[config.mk]
export PLATFORM = sky130hd
export DESIGN_NAME = solution_unpacker
export DESIGN_NICKNAME = d
export VERILOG_FILES = /design/src/rtl/solution_unpacker.sv
export SDC_FILE = /design/constraint.sdc
export NUM_CORES = 1
export LEC_CHECK = 0
export ABC_AREA = 1
export CAP_MARGIN = 20
export CORE_UTILIZATION = 44
export CTS_CLUSTER_DIAMETER = 80
export CTS_CLUSTER_SIZE = 25
export DETAILED_ROUTE_END_ITERATION = 12
export GPL_ROUTABILITY_DRIVEN = 0
export HOLD_SLACK_MARGIN = 0.06
export PLACE_DENSITY_LB_ADDON = 0.25
export SYNTH_ARGS = -nofsm -noshare
export SYNTH_HDL_FRONTEND = slang
export SYNTH_SLANG_ARGS = --single-unit
[constraint.sdc]
create_clock -name clk -period 1.6 [get_ports clk]
set_input_delay 0.16 -clock clk [delete_from_list [all_inputs] [get_ports clk]]
set_output_delay 0.16 -clock clk [all_outputs]
set_load 0.05 [all_outputs]
[src/rtl/solution_unpacker.sv]
// Solution frame unpacker: decodes a UART byte stream carrying a board
// solution (header, two bytes per row, checksum) into a flat cell grid.
// Frames that are malformed, carry a bad checksum, or stall for too long
// are rejected with a single-cycle error pulse.
module solution_unpacker #(
    parameter int MAX_ROWS       = 11,
    parameter int MAX_COLS       = 11,
    parameter int TIMEOUT_CYCLES = 500_000
) (
    input  logic                         clk,
    input  logic                         rst,
    input  logic                         valid_in,
    input  logic [7:0]                   byte_in,
    output logic [MAX_ROWS*MAX_COLS-1:0] solution,
    output logic [3:0]                   m,
    output logic [3:0]                   n,
    output logic                         done,
    output logic                         error,
    output logic                         busy
);

    localparam int CELLS = MAX_ROWS * MAX_COLS;
    localparam int IW    = (CELLS > 1) ? $clog2(CELLS) : 1;
    localparam int TW    = $clog2(TIMEOUT_CYCLES) + 1;

    typedef enum logic [1:0] {
        IDLE,
        ROW_LO,
        ROW_HI,
        CHECK
    } state_t;

    state_t           state_q, state_d;
    logic [CELLS-1:0] sol_q, sol_d;
    logic [3:0]       m_q, m_d;
    logic [3:0]       n_q, n_d;
    logic [3:0]       row_q, row_d;
    logic [7:0]       csum_q, csum_d;
    logic [TW-1:0]    tmo_q, tmo_d;
    logic             done_q, done_d;
    logic             error_q, error_d;

    logic [3:0]       hdrM;
    logic [3:0]       hdrN;
    logic             hdrOk;
    logic             tmoHit;

    // Header field extraction, range check, and the stall detector: the
    // counter expires on the cycle its next value would reach the limit.
    always_comb begin
        hdrM   = byte_in[7:4];
        hdrN   = byte_in[3:0];
        hdrOk  = (hdrM != 4'd0) && (int'(hdrM) <= MAX_ROWS) &&
                 (hdrN != 4'd0) && (int'(hdrN) <= MAX_COLS);
        tmoHit = (tmo_q >= TW'(TIMEOUT_CYCLES - 1));
    end

    // Next-state logic: frame parsing, row writes with column masking,
    // running checksum, and abort on stall.
    always_comb begin
        state_d = state_q;
        sol_d   = sol_q;
        m_d     = m_q;
        n_d     = n_q;
        row_d   = row_q;
        csum_d  = csum_q;
        tmo_d   = tmo_q;
        done_d  = 1'b0;
        error_d = 1'b0;

        if (state_q == IDLE) begin
            tmo_d = '0;
            if (valid_in) begin
                if (hdrOk) begin
                    m_d     = hdrM;
                    n_d     = hdrN;
                    sol_d   = '0;
                    row_d   = 4'd0;
                    csum_d  = byte_in;
                    state_d = ROW_LO;
                end else begin
                    error_d = 1'b1;
                end
            end
        end else if (valid_in) begin
            tmo_d = '0;
            case (state_q)
                ROW_LO: begin
                    for (int r = 0; r < MAX_ROWS; r++) begin
                        if (int'(row_q) == r) begin
                            for (int c = 0; c < MAX_COLS; c++) begin
                                if (c < 8) begin
                                    sol_d[IW'(r*MAX_COLS + c)] =
                                        (c < int'(n_q)) ? byte_in[3'(c)] : 1'b0;
                                end
                            end
                        end
                    end
                    csum_d  = csum_q ^ byte_in;
                    state_d = ROW_HI;
                end
                ROW_HI: begin
                    for (int r = 0; r < MAX_ROWS; r++) begin
                        if (int'(row_q) == r) begin
                            for (int c = 0; c < MAX_COLS; c++) begin
                                if (c >= 8 && c < 11) begin
                                    sol_d[IW'(r*MAX_COLS + c)] =
                                        (c < int'(n_q)) ? byte_in[3'(c - 8)] : 1'b0;
                                end
                            end
                        end
                    end
                    csum_d = csum_q ^ byte_in;
                    if (row_q == m_q - 4'd1) begin
                        state_d = CHECK;
                    end else begin
                        row_d   = row_q + 4'd1;
                        state_d = ROW_LO;
                    end
                end
                CHECK: begin
                    if (byte_in == csum_q) begin
                        done_d = 1'b1;
                    end else begin
                        error_d = 1'b1;
                        sol_d   = '0;
                        m_d     = 4'd0;
                        n_d     = 4'd0;
                    end
                    state_d = IDLE;
                end
                default: begin
                    state_d = IDLE;
                end
            endcase
        end else if (tmoHit) begin
            error_d = 1'b1;
            sol_d   = '0;
            m_d     = 4'd0;
            n_d     = 4'd0;
            tmo_d   = '0;
            state_d = IDLE;
        end else begin
            tmo_d = tmo_q + TW'(1);
        end
    end

    // State and datapath registers with synchronous reset.
    always_ff @(posedge clk) begin
        if (rst) begin
            state_q <= IDLE;
            sol_q   <= '0;
            m_q     <= 4'd0;
            n_q     <= 4'd0;
            row_q   <= 4'd0;
            csum_q  <= 8'd0;
            tmo_q   <= '0;
            done_q  <= 1'b0;
            error_q <= 1'b0;
        end else begin
            state_q <= state_d;
            sol_q   <= sol_d;
            m_q     <= m_d;
            n_q     <= n_d;
            row_q   <= row_d;
            csum_q  <= csum_d;
            tmo_q   <= tmo_d;
            done_q  <= done_d;
            error_q <= error_d;
        end
    end

    assign solution = sol_q;
    assign m        = m_q;
    assign n        = n_q;
    assign done     = done_q;
    assign error    = error_q;
    assign busy     = (state_q != IDLE);

endmodule

======== Word-level counts from Yosys, hierarchy flattened ========
Index checks and enable logic that the tools add are counted.
storage, ports and cells
  memories ................................ 0
  bits of input ports ..................... 11
  RAM bits ................................ 0
  ROM bits ................................ 0
  output and inout port bits .............. 132
  bits in latches ......................... 0
  register bits ........................... 165
cells by class
  reductions and logical operators ........ 30
  mux-type cells .......................... 78
  shift-type cells ........................ 0
  bitwise operators ....................... 3
  equal/unequal tests ..................... 30
  $lt $le $gt $ge ......................... 14
  $add $sub $neg .......................... 3
  multipliers ............................. 0
  div/mod/pow operators ................... 0
operator list
  operator                                                                               count
  121-bit two-way mux                                                                    6
  8-bit one-hot mux with 2 select lines                                                  6
  8-bit two-way mux                                                                      11
  6-bit AND reduction                                                                    12
  4-bit two-way mux                                                                      16
  57-bit two-way mux                                                                     1
  4-bit inequality test, second input constant                                           13
  3-bit one-hot mux with 2 select lines                                                  5
  20-bit by 1-bit adder with 20-bit output, second input constant                        1
  20-bit by 19-bit greater-or-equal comparator with 1-bit output, second input constant  1
  1-bit two-way mux                                                                      20
  3-bit by 4-bit less-than comparator with 1-bit output, first input constant            4
  3-bit two-way mux                                                                      5
  4-bit less-than comparator, first input constant                                       3
  2-bit two-way mux                                                                      6
  4-bit by 3-bit equality test with 1-bit output, second input constant                  2
  4-bit equality test, second input constant                                             2
  8-bit equality test                                                                    1
  4-bit less-or-equal comparator, second input constant                                  2
  1-bit by 4-bit less-than comparator with 1-bit output, first input constant            2
  2-bit by 4-bit less-than comparator with 1-bit output, first input constant            2
  4-bit by 1-bit inequality test with 1-bit output, second input constant                2
  2-bit nonzero test                                                                     4
  4-bit nonzero test                                                                     2
  other kinds (21)                                                                       29

======== Longest topological paths before layout ========
Gate-level depths: netlist of run 1.
  depth after elaboration ................. 7
  depth in mapped cells ................... 15
  depth with buffers taken out ............ 14

======== Worst setup path after synthesis of run 1 ========
OpenSTA, ideal clock, no wires.
  path type ............................... reg-to-reg
  start ................................... register m_q[0] (netlist: m[0])
  end ..................................... register row_q[1]
  arrival time ............................ 1.843 ns
  data required time ...................... 1.484 ns
  stages on the path, launching flop included .. 11
  setup slack ............................. -0.359 ns
  cells stage by stage .................... dfxtp_1 inv_1 ha_1 xor2_1 o21ai_0 nor2_1 nand3_1 nand3_1 nand2_1 inv_1 a21oi_1
on the way
  word-level cells in the longest chain between the ends .. 4
RTL lines
  what                                         RTL line  source
  from (decl)                                  35        logic [3:0] m_q, m_d;
  from (signal assigned)                       163       m_q <= m_d;
  4-bit by 1-bit subtractor with 4-bit output  114       if (row_q == m_q - 4'd1) begin
  4-bit equality test                          114
  2-bit inequality test (no source line)       -
  4-bit AND reduction (no source line)         -
  to (signal assigned)                         165       row_q <= row_d;
  to (decl)                                    37        logic [3:0] row_q, row_d;
Every way passes these cells.
A chain may end at the register's enable or synchronous reset.

======== Worst setup path in the final report of run 1 ========
  start ................................... register tmo_q[0]
  end ..................................... register m_q[1] (netlist: m[1])
on the way
  word-level cells in the longest chain between the ends .. 3
RTL lines
  what                                                            RTL line  source
  from (decl)                                                     39        logic [TW-1:0] tmo_q, tmo_d;
  from (signal assigned)                                          167       tmo_q <= tmo_d;
  20-bit by 19-bit greater-or-equal comparator with 1-bit output  55        tmoHit = (tmo_q >= TW'(TIMEOUT_CYCLES - 1));
  2-bit nonzero test (no source line)                             -
  5-bit AND reduction (no source line)                            -
Every way passes these cells.

==> impl_results.md, run 1 <==
* # setup viols final at 72
* Critical path data required time at 1.84 ns
* Most frequent cells in the layout: sky130_fd_sc_hd__nand2_1, sky130_fd_sc_hd__buf_4, sky130_fd_sc_hd__nor2_1
* Clock Tree Root: sky130_fd_sc_hd__clkbuf_16
* Critical-path maximum fanout at 6
* Count of maximum capacitance violations at 0
* First-pass DRT Iterations at 5
* Fraction of the mapped netlist area in simple logic gates at 0.346
* GRT overflow at 0
* Static leakage at 3.50 nW
* Total number of clock tree sinks at 84
* Multi-input combinational cell area at 3390 sq um
* WHS at 0.273 ns
* Maximum level of the CTS H-tree at 3
* Antenna violations before repair at 0
* TritonCTS clock tree: yes
* Number of cells produced by synthesis at 741
* Routed Wire Length at 14,300 microns
* Per-cell via count in the routed design at 4.86
* Clock Latency Late Sink at 0.34 ns
* Post-synthesis sequential area ratio at 0.338
* Detailed-route via count at 5,185
* Count of input and output buffers at 61
* Library cells used by synthesis at 41
* Status: finished with violations
* Async set or reset register ratio after synthesis at 0
* Violation count after the first detailed-route iteration at 270
* XOR/XNOR Fraction of Synth Area at 0.0264
* Worst clock skew at 0.0114 ns
* Most used flip-flop cell after synthesis: sky130_fd_sc_hd__dfxtp_1
* First-pass GRT wire length at 21,600 microns
* TritonCTS buffer count at 9
* Number of nets in the finished design at 942
* # rows at 38
* FILL cells at 817
* Fraction of final layout cells with drive strength greater than 1 at 0.383
* Die Wd at 108 microns
* Hold WC Path Type: in -> reg
* Area used by sequential logic in the layout at 1700 sq um
* Number of cells on the worst reg-to-reg path at 16
* Post-synthesis sequential element count at 84
* Compound-gate portion of the synthesized area at 0.0703
* Total track usage at 0.233
* Hold Crit Depth at 5
* Data arrival at the endpoint of the critical path at 2.04 ns
* Antenna Diode Count at 0
* Top cell type's share of synthesized area at 0.338
* Power density of the placed cells at 1020 nW/um^2
* Final-report hold violation count at 0
* Post-layout minimum cycle time at 1.80 ns
* Internal reg-to-reg setup slack at -0.20 ns
* Post-synth EDFFs at 0
* Cell type contributing the most total cell area after synthesis: sky130_fd_sc_hd__dfxtp_1
* Worst min-delay path startpoint: byte_in[0]
* Number of I/O pins at 143
* Register clock-pin slew on the reported worst setup and hold paths at 0.07 ns
* Die footprint at 11,700 sq um
* Most common library cell in the layout ignoring fill and taps: sky130_fd_sc_hd__nand2_1
* Largest buffer count on any clock path at 2
* Average instance area after synthesis at 6.71 sq um
* Setup repair after global routing missed its margin: yes
* Area growth from synthesis to final layout at 50.4%
* Max Transition Viols Final at 0
* Adder-cell area share of the yosys netlist at 0.0252
* Violations in the final reports: setup timing
* Post-layout utilization of the core at 0.683
* Least setup slack across all paths after layout at -0.202 ns
* Endpoint kind of the worst setup timing path: register
* Relative slew margins at 0.370
* R2r startpoint: tmo_q[0]
* Combinational family with the most area after synthesis: simple AND/OR/NAND/NOR gates
* Count of synthesis-stage warnings from yosys at 0
* Number of nets still failing antenna checks after routing at 0
* DRC viols at 0
* Critical Path Source Type: register
* Cell total after placement at 1,020
* Synth area leaders: sky130_fd_sc_hd__dfxtp_1, sky130_fd_sc_hd__buf_4, sky130_fd_sc_hd__nand2_1
* Initial Utilization at 0.454
* Highest attainable clock frequency at 0.555 GHz
* Worst-case vdd ir drop at 0.000594 V
* Setup TNS after final layout at -8.00 ns
* WL per Instance at 13.4 microns
* Period utilisation layout at 1.13
* Via count of the first global-routing pass at 4,699
* Slew at the pin closest to its max-slew limit at 0.937 ns
* Hold-fix buffers at CTS at 0
* Die span in y at 108 microns
* Critical path type: reg -> reg
* End point of the worst hold path: n[0]
* Portion of netlist area occupied by mux cells at 0
* Post-layout instance count excluding filler cells at 1,066
* Estimated wirelength of the detail-placed design at 9270 microns
* Core Box Area at 10,900 sq um
* Largest net degree at the start of global routing at 37
* Synthesized cell area at 4970 sq um
* R2r endpoint: m[1]
==> state kept, by name, summed over array words and instances (netlist names) <==
signal    count
done          1
solution     40
n             4
m             4
tmo_q        20
error         1
row_q         4
csum_q        8
state_q       2
==> layer usage <==
| metal | global-route usage | up-vias | part of all wire |
|---|---|---|---|
| met2 | 0.421 | 173 | 0.51 |
| met4 | 0.0888 | 0 | 0.023 |
| li1 | - | 2528 | - |
| met1 | 0.277 | 2458 | 0.42 |
| met3 | 0.0338 | 26 | 0.045 |
| met5 | 0 | - | 0 |
==> cell usage after synthesis (2+ instances only) <==
cell                          n
sky130_fd_sc_hd__nand2_1    168
sky130_fd_sc_hd__nor2_1     146
sky130_fd_sc_hd__buf_4       84
sky130_fd_sc_hd__dfxtp_1     84
sky130_fd_sc_hd__inv_1       54
sky130_fd_sc_hd__nand3_1     33
sky130_fd_sc_hd__a21oi_1     21
sky130_fd_sc_hd__nor3_1      20
sky130_fd_sc_hd__o21ai_0     15
sky130_fd_sc_hd__inv_2       14
sky130_fd_sc_hd__o21ai_1     11
sky130_fd_sc_hd__ha_1        10
sky130_fd_sc_hd__nor2_2      10
sky130_fd_sc_hd__nand4_1      8
sky130_fd_sc_hd__xnor2_1      8
sky130_fd_sc_hd__xor2_1       7
sky130_fd_sc_hd__buf_1        5
sky130_fd_sc_hd__nor2_4       5
sky130_fd_sc_hd__buf_2        4
sky130_fd_sc_hd__a31oi_1      3
sky130_fd_sc_hd__clkbuf_1     3
sky130_fd_sc_hd__o211ai_1     3
sky130_fd_sc_hd__nand2_2      2
sky130_fd_sc_hd__nand2_4      2
sky130_fd_sc_hd__nand3_2      2
sky130_fd_sc_hd__nor3b_1      2
sky130_fd_sc_hd__o2111ai_1    2
sky130_fd_sc_hd__or2_2        2
==> worst max path at each step <==
stage / end / startpoint / slack, ns / cells past startpoint
3_3_place_gp: m[0] / byte_in[1] / -0.49 / 12
4_1_cts: tmo_q[18] / tmo_q[1] / -0.14 / 12
2_1_floorplan: solution[55] / state_q[1] / -0.14 / 14
5_1_grt: m[1] / tmo_q[0] / -0.32 / 16
3_5_place_dp: m[0] / byte_in[1] / -0.52 / 12
6_report: m[1] / tmo_q[0] / -0.20 / 16
==> stage by stage <==
stage               setup WS (ns)  area (sq um)  total power, mW
global placement           -0.485          6110             4.89
detailed placement         -0.517          6110             4.92
global route               -0.322          7470             7.93
finish                     -0.202          7470             7.60
CTS                        -0.136          7020             7.33
floorplan                  -0.137          5400             4.40
==> what timing repair did <==
| item | in CTS | in global routing |
|---|---|---|
| pin swaps | 36 | 58 |
| gates resized for setup | 105 | 80 |
| endpoints found under the setup margin | 74 | 82 |
| buffers inserted | 19 | 9 |
| gates cloned | 2 | 4 |
==> where the power goes <==
| group | switching (mW) | internal [mW] |
|---|---|---|
| Combinational | 2.03 | 0.957 |
| Clock | 0.854 | 1.35 |
| Sequential | 0.119 | 2.28 |
| Total | 3.01 | 4.59 |
==> cell type report <==
class / count / share of cell area
multi-input combinational: 574 / 0.454
clock inverter: 4 / 0.00703
timing repair buffer: 182 / 0.214
inverter: 70 / 0.0385
tap: 140 / 0.0234
clock buffer: 12 / 0.0358
sequential: 84 / 0.228
==> worst max-delay path, cell delays in order, from the launching register on <==
cell and delay [ns]:
sky130_fd_sc_hd__dfxtp_2 0.35, sky130_fd_sc_hd__ha_4 0.14, sky130_fd_sc_hd__nand2_2 0.05, sky130_fd_sc_hd__inv_2 0.06
sky130_fd_sc_hd__nand2_2 0.06, sky130_fd_sc_hd__nand2_1 0.05, sky130_fd_sc_hd__nand2_1 0.05, sky130_fd_sc_hd__nand2_2 0.08
sky130_fd_sc_hd__nand2_2 0.07, sky130_fd_sc_hd__nand3_4 0.12, sky130_fd_sc_hd__buf_6 0.15, sky130_fd_sc_hd__nand2_4 0.06
sky130_fd_sc_hd__nor2_4 0.14, sky130_fd_sc_hd__buf_6 0.15, sky130_fd_sc_hd__nand2_2 0.05, sky130_fd_sc_hd__nand2_1 0.07
sky130_fd_sc_hd__nor2_1 0.04
==> cells by family after synthesis <==
group | after synthesis
buffers and inverters | 167
flip-flops | 84
XOR/XNOR | 15
adder cells (fa/ha/maj) | 10
other | 1
AND/OR/NAND/NOR | 403
AO/OA/AOI/OAI | 61
(Power assumes the default switching activity.)
==> run 2, diff against run 1 <==
Settings changed: CAP_MARGIN 20 to unset, RECOVER_POWER set to 50.
==> impl_results.md, run 2 (same netlist as run 1, synthesis figures left out) <==
* Power density of the placed cells at 1020 nW/um^2 (+0.41%)
* Core Box Area at 10,900 sq um (unchanged)
* Period utilisation layout at 1.13 (+0.00192)
* Static leakage at 3.40 nW (-3.1%)
* Estimated wirelength of the detail-placed design at 9270 microns (unchanged)
* Routed Wire Length at 14,300 microns (about the same)
* Worst-case vdd ir drop at 0.000593 V (-0.28%)
* Slew at the pin closest to its max-slew limit at 0.990 ns (+0.0523 ns)
* Final-report hold violation count at 0 (unchanged)
* Cell total after placement at 1,020 (unchanged)
* Count of maximum capacitance violations at 0 (unchanged)
* # setup viols final at 71 (-1.4%)
* Antenna Diode Count at 0 (unchanged)
* Violation count after the first detailed-route iteration at 229 (-15%)
* Worst clock skew at 0.0114 ns (-0.00000240 ns)
* Per-cell via count in the routed design at 4.87 (about the same)
* First-pass DRT Iterations at 5 (unchanged)
* Clock Latency Late Sink at 0.34 ns (about the same)
* Violations in the final reports: setup timing
* Total track usage at 0.233 (unchanged)
* Status: finished with violations
* Clock Tree Root: sky130_fd_sc_hd__clkbuf_16
* Number of I/O pins at 143 (unchanged)
* Total placed instance area at 6110 sq um (unchanged)
* TritonCTS buffer count at 9 (unchanged)
* Count of input and output buffers at 61 (unchanged)
* GRT overflow at 0 (unchanged)
* Critical-path maximum fanout at 6 (unchanged)
* First-pass GRT wire length at 21,600 microns (unchanged)
* Least setup slack across all paths after layout at -0.205 ns (-0.00307 ns)
* Via count of the first global-routing pass at 4,699 (unchanged)
* Critical Path Source Type: register
* Die footprint at 11,700 sq um (unchanged)
* Hold-fix buffers at CTS at 0 (unchanged)
* Detailed-route via count at 5,188 (+0.058%)
* Most common library cell in the layout ignoring fill and taps: sky130_fd_sc_hd__nand2_1
* Internal reg-to-reg setup slack at -0.21 ns (about the same)
* Fraction of final layout cells with drive strength greater than 1 at 0.355 (-0.0281)
* Setup repair after global routing missed its margin: yes
* Post-layout instance count excluding filler cells at 1,066 (unchanged)
* Largest net degree at the start of global routing at 37 (unchanged)
* # rows at 38 (unchanged)
* Endpoint kind of the worst setup timing path: register
* Relative slew margins at 0.335 (-0.0352)
* Critical path data required time at 1.84 ns (about the same)
* Highest attainable clock frequency at 0.554 GHz (-0.17%)
* Flip-flop count of the largest register after layout at 40 (unchanged)
* Maximum level of the CTS H-tree at 3 (unchanged)
* Initial Utilization at 0.454 (unchanged)
* Data arrival at the endpoint of the critical path at 2.05 ns (about the same)
* Total number of clock tree sinks at 84 (unchanged)
* WL per Instance at 13.4 microns (about the same)
* Most frequent cells in the layout: sky130_fd_sc_hd__nand2_1, sky130_fd_sc_hd__nor2_1, sky130_fd_sc_hd__buf_4
* Critical path type: reg -> reg
* Largest buffer count on any clock path at 2 (unchanged)
* Die span in y at 108 microns (unchanged)
* Final std cell area, no fill at 7370 sq um (-1.3%)
* Max Transition Viols Final at 0 (unchanged)
* TritonCTS clock tree: yes
* Worst setup slack before clock tree synthesis at -0.517 ns (unchanged)
* Register clock-pin slew on the reported worst setup and hold paths at 0.07 ns (about the same)
* Number of nets still failing antenna checks after routing at 0 (unchanged)
* Antenna violations before repair at 0 (unchanged)
* Post-layout minimum cycle time at 1.81 ns (+0.00307 ns)
* Die Wd at 108 microns (unchanged)
* Area growth from synthesis to final layout at 48.4%
* Hold WC Path Type: in -> reg
* DRC viols at 0 (unchanged)
* Number of nets in the finished design at 942 (unchanged)
## run 2: cell types whose count changed in the layout (fill, tap and decap cells not counted)
cell,before,now
sky130_fd_sc_hd__buf_4,139,113
sky130_fd_sc_hd__clkbuf_1,1,27
## run 2: layer usage
layer / part of all wire / up-vias / global-route usage
li1: - / 2531 / -
met1: 0.41 / 2458 / 0.277
met2: 0.52 / 173 / 0.421
met3: 0.049 / 26 / 0.0338
met4: 0.023 / 0 / 0.0888
met5: 0 / - / 0
## run 2: per-stage QoR
stage	total power [mW]	hold WS [ns]	setup TNS, ns	util
6_report	7.53	0.272	-8.06	0.674
5_1_grt	7.86	0.326	-15.54	0.674
4_1_cts	7.33	0.360	-3.48	0.642
3_5_place_dp	4.92	0.470	-23.26	0.558
3_3_place_gp	4.89	0.454	-20.61	0.558
2_1_floorplan	4.40	0.304	-3.11	-
## run 2: cell type report
cell class	count	area, sq um
clock buffers	12	268
clock inverters	4	52.6
fillers	841	3560
inverters	70	288
multi-input cells	574	3390
flip-flops and latches	84	1700
well taps	140	175
repair buffers	182	1500
## run 2: path summary, 6_finish.rpt
kind                            depth (start not counted)          from      endpoint
worst max-delay path                                   16      tmo_q[0]          m[1]
worst min-delay path                                    5    byte_in[0]          n[0]
worst max register to register                         16      tmo_q[0]          m[1]
worst min register to register                          2  solution[36]  solution[36]
## run 2: worst max-delay path, cell delays in order (launching register included)
cell                      delay, ns
sky130_fd_sc_hd__dfxtp_2       0.35
sky130_fd_sc_hd__ha_4          0.14
sky130_fd_sc_hd__nand2_2       0.05
sky130_fd_sc_hd__inv_2         0.06
sky130_fd_sc_hd__nand2_2       0.06
sky130_fd_sc_hd__nand2_1       0.05
sky130_fd_sc_hd__nand2_1       0.05
sky130_fd_sc_hd__nand2_2       0.08
sky130_fd_sc_hd__nand2_2       0.07
sky130_fd_sc_hd__nand3_4       0.12
sky130_fd_sc_hd__buf_6         0.14
sky130_fd_sc_hd__nand2_4       0.06
sky130_fd_sc_hd__nor2_4        0.15
sky130_fd_sc_hd__buf_6         0.15
sky130_fd_sc_hd__nand2_2       0.05
sky130_fd_sc_hd__nand2_1       0.07
sky130_fd_sc_hd__nor2_1        0.04
## run 2: power by group
group	switching, mW	leakage, nW	internal (mW)
clock network	0.853	0.155	1.35
logic	2.03	2.55	0.894
registers	0.117	0.692	2.28
## run 2: repair_timing
| item | in CTS | in global routing |
|---|---|---|
| gates resized for setup | 105 | 80 |
| buffers inserted | 19 | 9 |
| setup endpoints to repair | 74 | 82 |
| pin swaps | 36 | 58 |
| gates cloned | 2 | 4 |
==> run 3, diff against run 2 <==
Settings changed: CORE_UTILIZATION 44 to 50.
Clock period 1.6 ns to 2.3 ns, I/O delays scaled along.
==> impl_results.md, run 3 (same netlist as run 1, synthesis figures left out) <==
* Max Transition Viols Final at 0 (unchanged)
* Number of cells on the worst reg-to-reg path at 13 (-3)
* Hold WC Path Type: reg -> reg
* Buffers inserted during post-CTS setup optimization at 0 (-19)
* Clock Latency Late Sink at 0.36 ns (+0.02 ns)
* Total number of clock tree sinks at 84 (unchanged)
* Critical-path maximum fanout at 9 (+3)
* Setup TNS after final layout at 0 ns (+8.06 ns)
* Critical Path Source Type: register
* Worst clock skew at 0.00530 ns (-0.00613 ns)
* Maximum level of the CTS H-tree at 3 (unchanged)
* # rows at 36 (-5.3%)
* Largest net degree at the start of global routing at 48 (+30%)
* Estimated wirelength of the detail-placed design at 7910 microns (-15%)
* Die Wd at 102 microns (-6.1%)
* Slew at the pin closest to its max-slew limit at 0.898 ns (-0.0916 ns)
* Worst-case vdd ir drop at 0.000327 V (-45%)
* Die span in y at 102 microns (-6.1%)
* TritonCTS buffer count at 9 (unchanged)
* Number of nets in the finished design at 827 (-12%)
* Register clock-pin slew on the reported worst setup and hold paths at 0.07 ns (about the same)
* Status: completed
* Core Box Area at 9680 sq um (-11%)
* Number of I/O pins at 143 (unchanged)
* Critical path type: reg -> reg
* Critical path data required time at 2.56 ns (+0.72 ns)
* Most common library cell in the layout ignoring fill and taps: sky130_fd_sc_hd__nand2_1
* Area growth from synthesis to final layout at 13.6%
* Endpoint of the worst setup timing path: solution[44]
* First-pass GRT wire length at 16,900 microns (-22%)
* Flip-flop count of the largest register after layout at 40 (unchanged)
* R2r startpoint: state_q[0]
* Endpoint kind of the worst setup timing path: register
* Die footprint at 10,300 sq um (-12%)
* Post-layout minimum cycle time at 2.13 ns (+0.326 ns)
* Count of maximum capacitance violations at 0 (unchanged)
* DRC viols at 0 (unchanged)
* Fraction of final layout cells with drive strength greater than 1 at 0.0779 (-0.277)
* WL per Instance at 11.0 microns (-18%)
* Number of nets still failing antenna checks after routing at 0 (unchanged)
* Period utilisation layout at 0.927 (-0.202)
* Worst setup path startpoint: state_q[0]
* Per-cell via count in the routed design at 4.66 (-4.2%)
* Data arrival at the endpoint of the critical path at 2.39 ns (+0.34 ns)
* Violation count after the first detailed-route iteration at 242 (+5.7%)
* Clock Tree Root: sky130_fd_sc_hd__clkbuf_8
* First-pass DRT Iterations at 5 (unchanged)
* Largest buffer count on any clock path at 2 (unchanged)
* Initial Utilization at 0.513 (+0.0587)
* Post-layout utilization of the core at 0.583 (-0.0912)
* Antenna violations before repair at 0 (unchanged)
* Power density of the placed cells at 752 nW/um^2 (-26%)
* Total track usage at 0.206 (-0.0271)
* Antenna Diode Count at 0 (unchanged)
* TritonCTS clock tree: yes
* Relative slew margins at 0.396 (+0.0616)
* Routed Wire Length at 10,300 microns (-28%)
* Internal reg-to-reg setup slack at 0.17 ns (+0.37 ns)
* Setup repair after global routing missed its margin: yes
* R2r endpoint: solution[44]
* Static leakage at 2.66 nW (-22%)
* Most frequent cells in the layout: sky130_fd_sc_hd__nand2_1, sky130_fd_sc_hd__nor2_1, sky130_fd_sc_hd__dfxtp_1
* GRT overflow at 0 (unchanged)
* Count of input and output buffers at 61 (unchanged)
* Final-report hold violation count at 0 (unchanged)
* Detailed-route via count at 4,392 (-15%)
* # setup viols final at 0 (-100%)
* Highest attainable clock frequency at 0.469 GHz (-15%)
* Via count of the first global-routing pass at 3,795 (-19%)
## run 3: report_power, final
part | leakage (nW) | internal [mW] | total (mW) | switching, mW
combinational | 1.88 | 0.390 | 1.54 | 1.15
sequential | 0.687 | 1.58 | 1.66 | 0.0832
clock | 0.0983 | 0.548 | 1.04 | 0.495
total | 2.66 | 2.52 | 4.25 | 1.73
## run 3: per-stage QoR
stage / instance area (sq um) / setup WS [ns] / hold WS [ns] / instances / total power, mW
detailed placement: 5450 / 0.133 / 0.464 / 928 / 3.27
global placement: 5450 / 0.163 / 0.449 / 928 / 3.25
floorplan: 5270 / 0.341 / 0.374 / 822 / 3.01
finish: 5650 / 0.169 / 0.470 / 942 / 4.25
global route: 5650 / -0.0354 / 0.499 / 942 / 4.46
CTS: 5640 / 0.187 / 0.482 / 942 / 4.30
## run 3: worst min-delay path by stage
stage | to | startpoint | slack (ns) | depth (start not counted)
4_1_cts | tmo_q[18] | tmo_q[18] | 0.48 | 2
3_5_place_dp | tmo_q[18] | tmo_q[18] | 0.46 | 2
3_3_place_gp | tmo_q[0] | tmo_q[0] | 0.45 | 1
2_1_floorplan | n[3] | byte_in[3] | 0.37 | 2
5_1_grt | csum_q[1] | csum_q[1] | 0.50 | 2
6_report | tmo_q[18] | tmo_q[18] | 0.47 | 2
## run 3: critical path: stages, from the launching register on
cell                      delay [ns]
sky130_fd_sc_hd__dfxtp_1        0.33
sky130_fd_sc_hd__inv_1          0.10
sky130_fd_sc_hd__ha_1           0.37
sky130_fd_sc_hd__inv_4          0.12
sky130_fd_sc_hd__nand2_4        0.14
sky130_fd_sc_hd__nor2_4         0.07
sky130_fd_sc_hd__inv_2          0.13
sky130_fd_sc_hd__nor2_4         0.06
sky130_fd_sc_hd__a21oi_1        0.13
sky130_fd_sc_hd__nand3_1        0.15
sky130_fd_sc_hd__nor2_2         0.24
sky130_fd_sc_hd__nand2_1        0.08
sky130_fd_sc_hd__nand2_1        0.08
sky130_fd_sc_hd__nor2_1         0.04
## run 3: area by class of cell
class	instances	area (sq um)
Clock buffer	12	155
Clock inverter	2	35.0
Fill cell	933	4040
Inverter	70	265
Multi-Input combinational cell	571	2650
Sequential cell	84	1680
Tap cell	133	166
Timing Repair Buffer	70	697
## run 3: routing by layer
metal	GRT usage	vias up	wire, microns
li1	-	2277	-
met1	0.266	1974	4730
met2	0.344	127	4930
met3	0.0290	14	504
met4	0.0858	0	170
met5	0	-	0
## run 3: timing repair
action                     4_1_cts  5_1_grt
resized for setup                0        2
setup endpoints to repair        0       12
hold buffers                     0        0
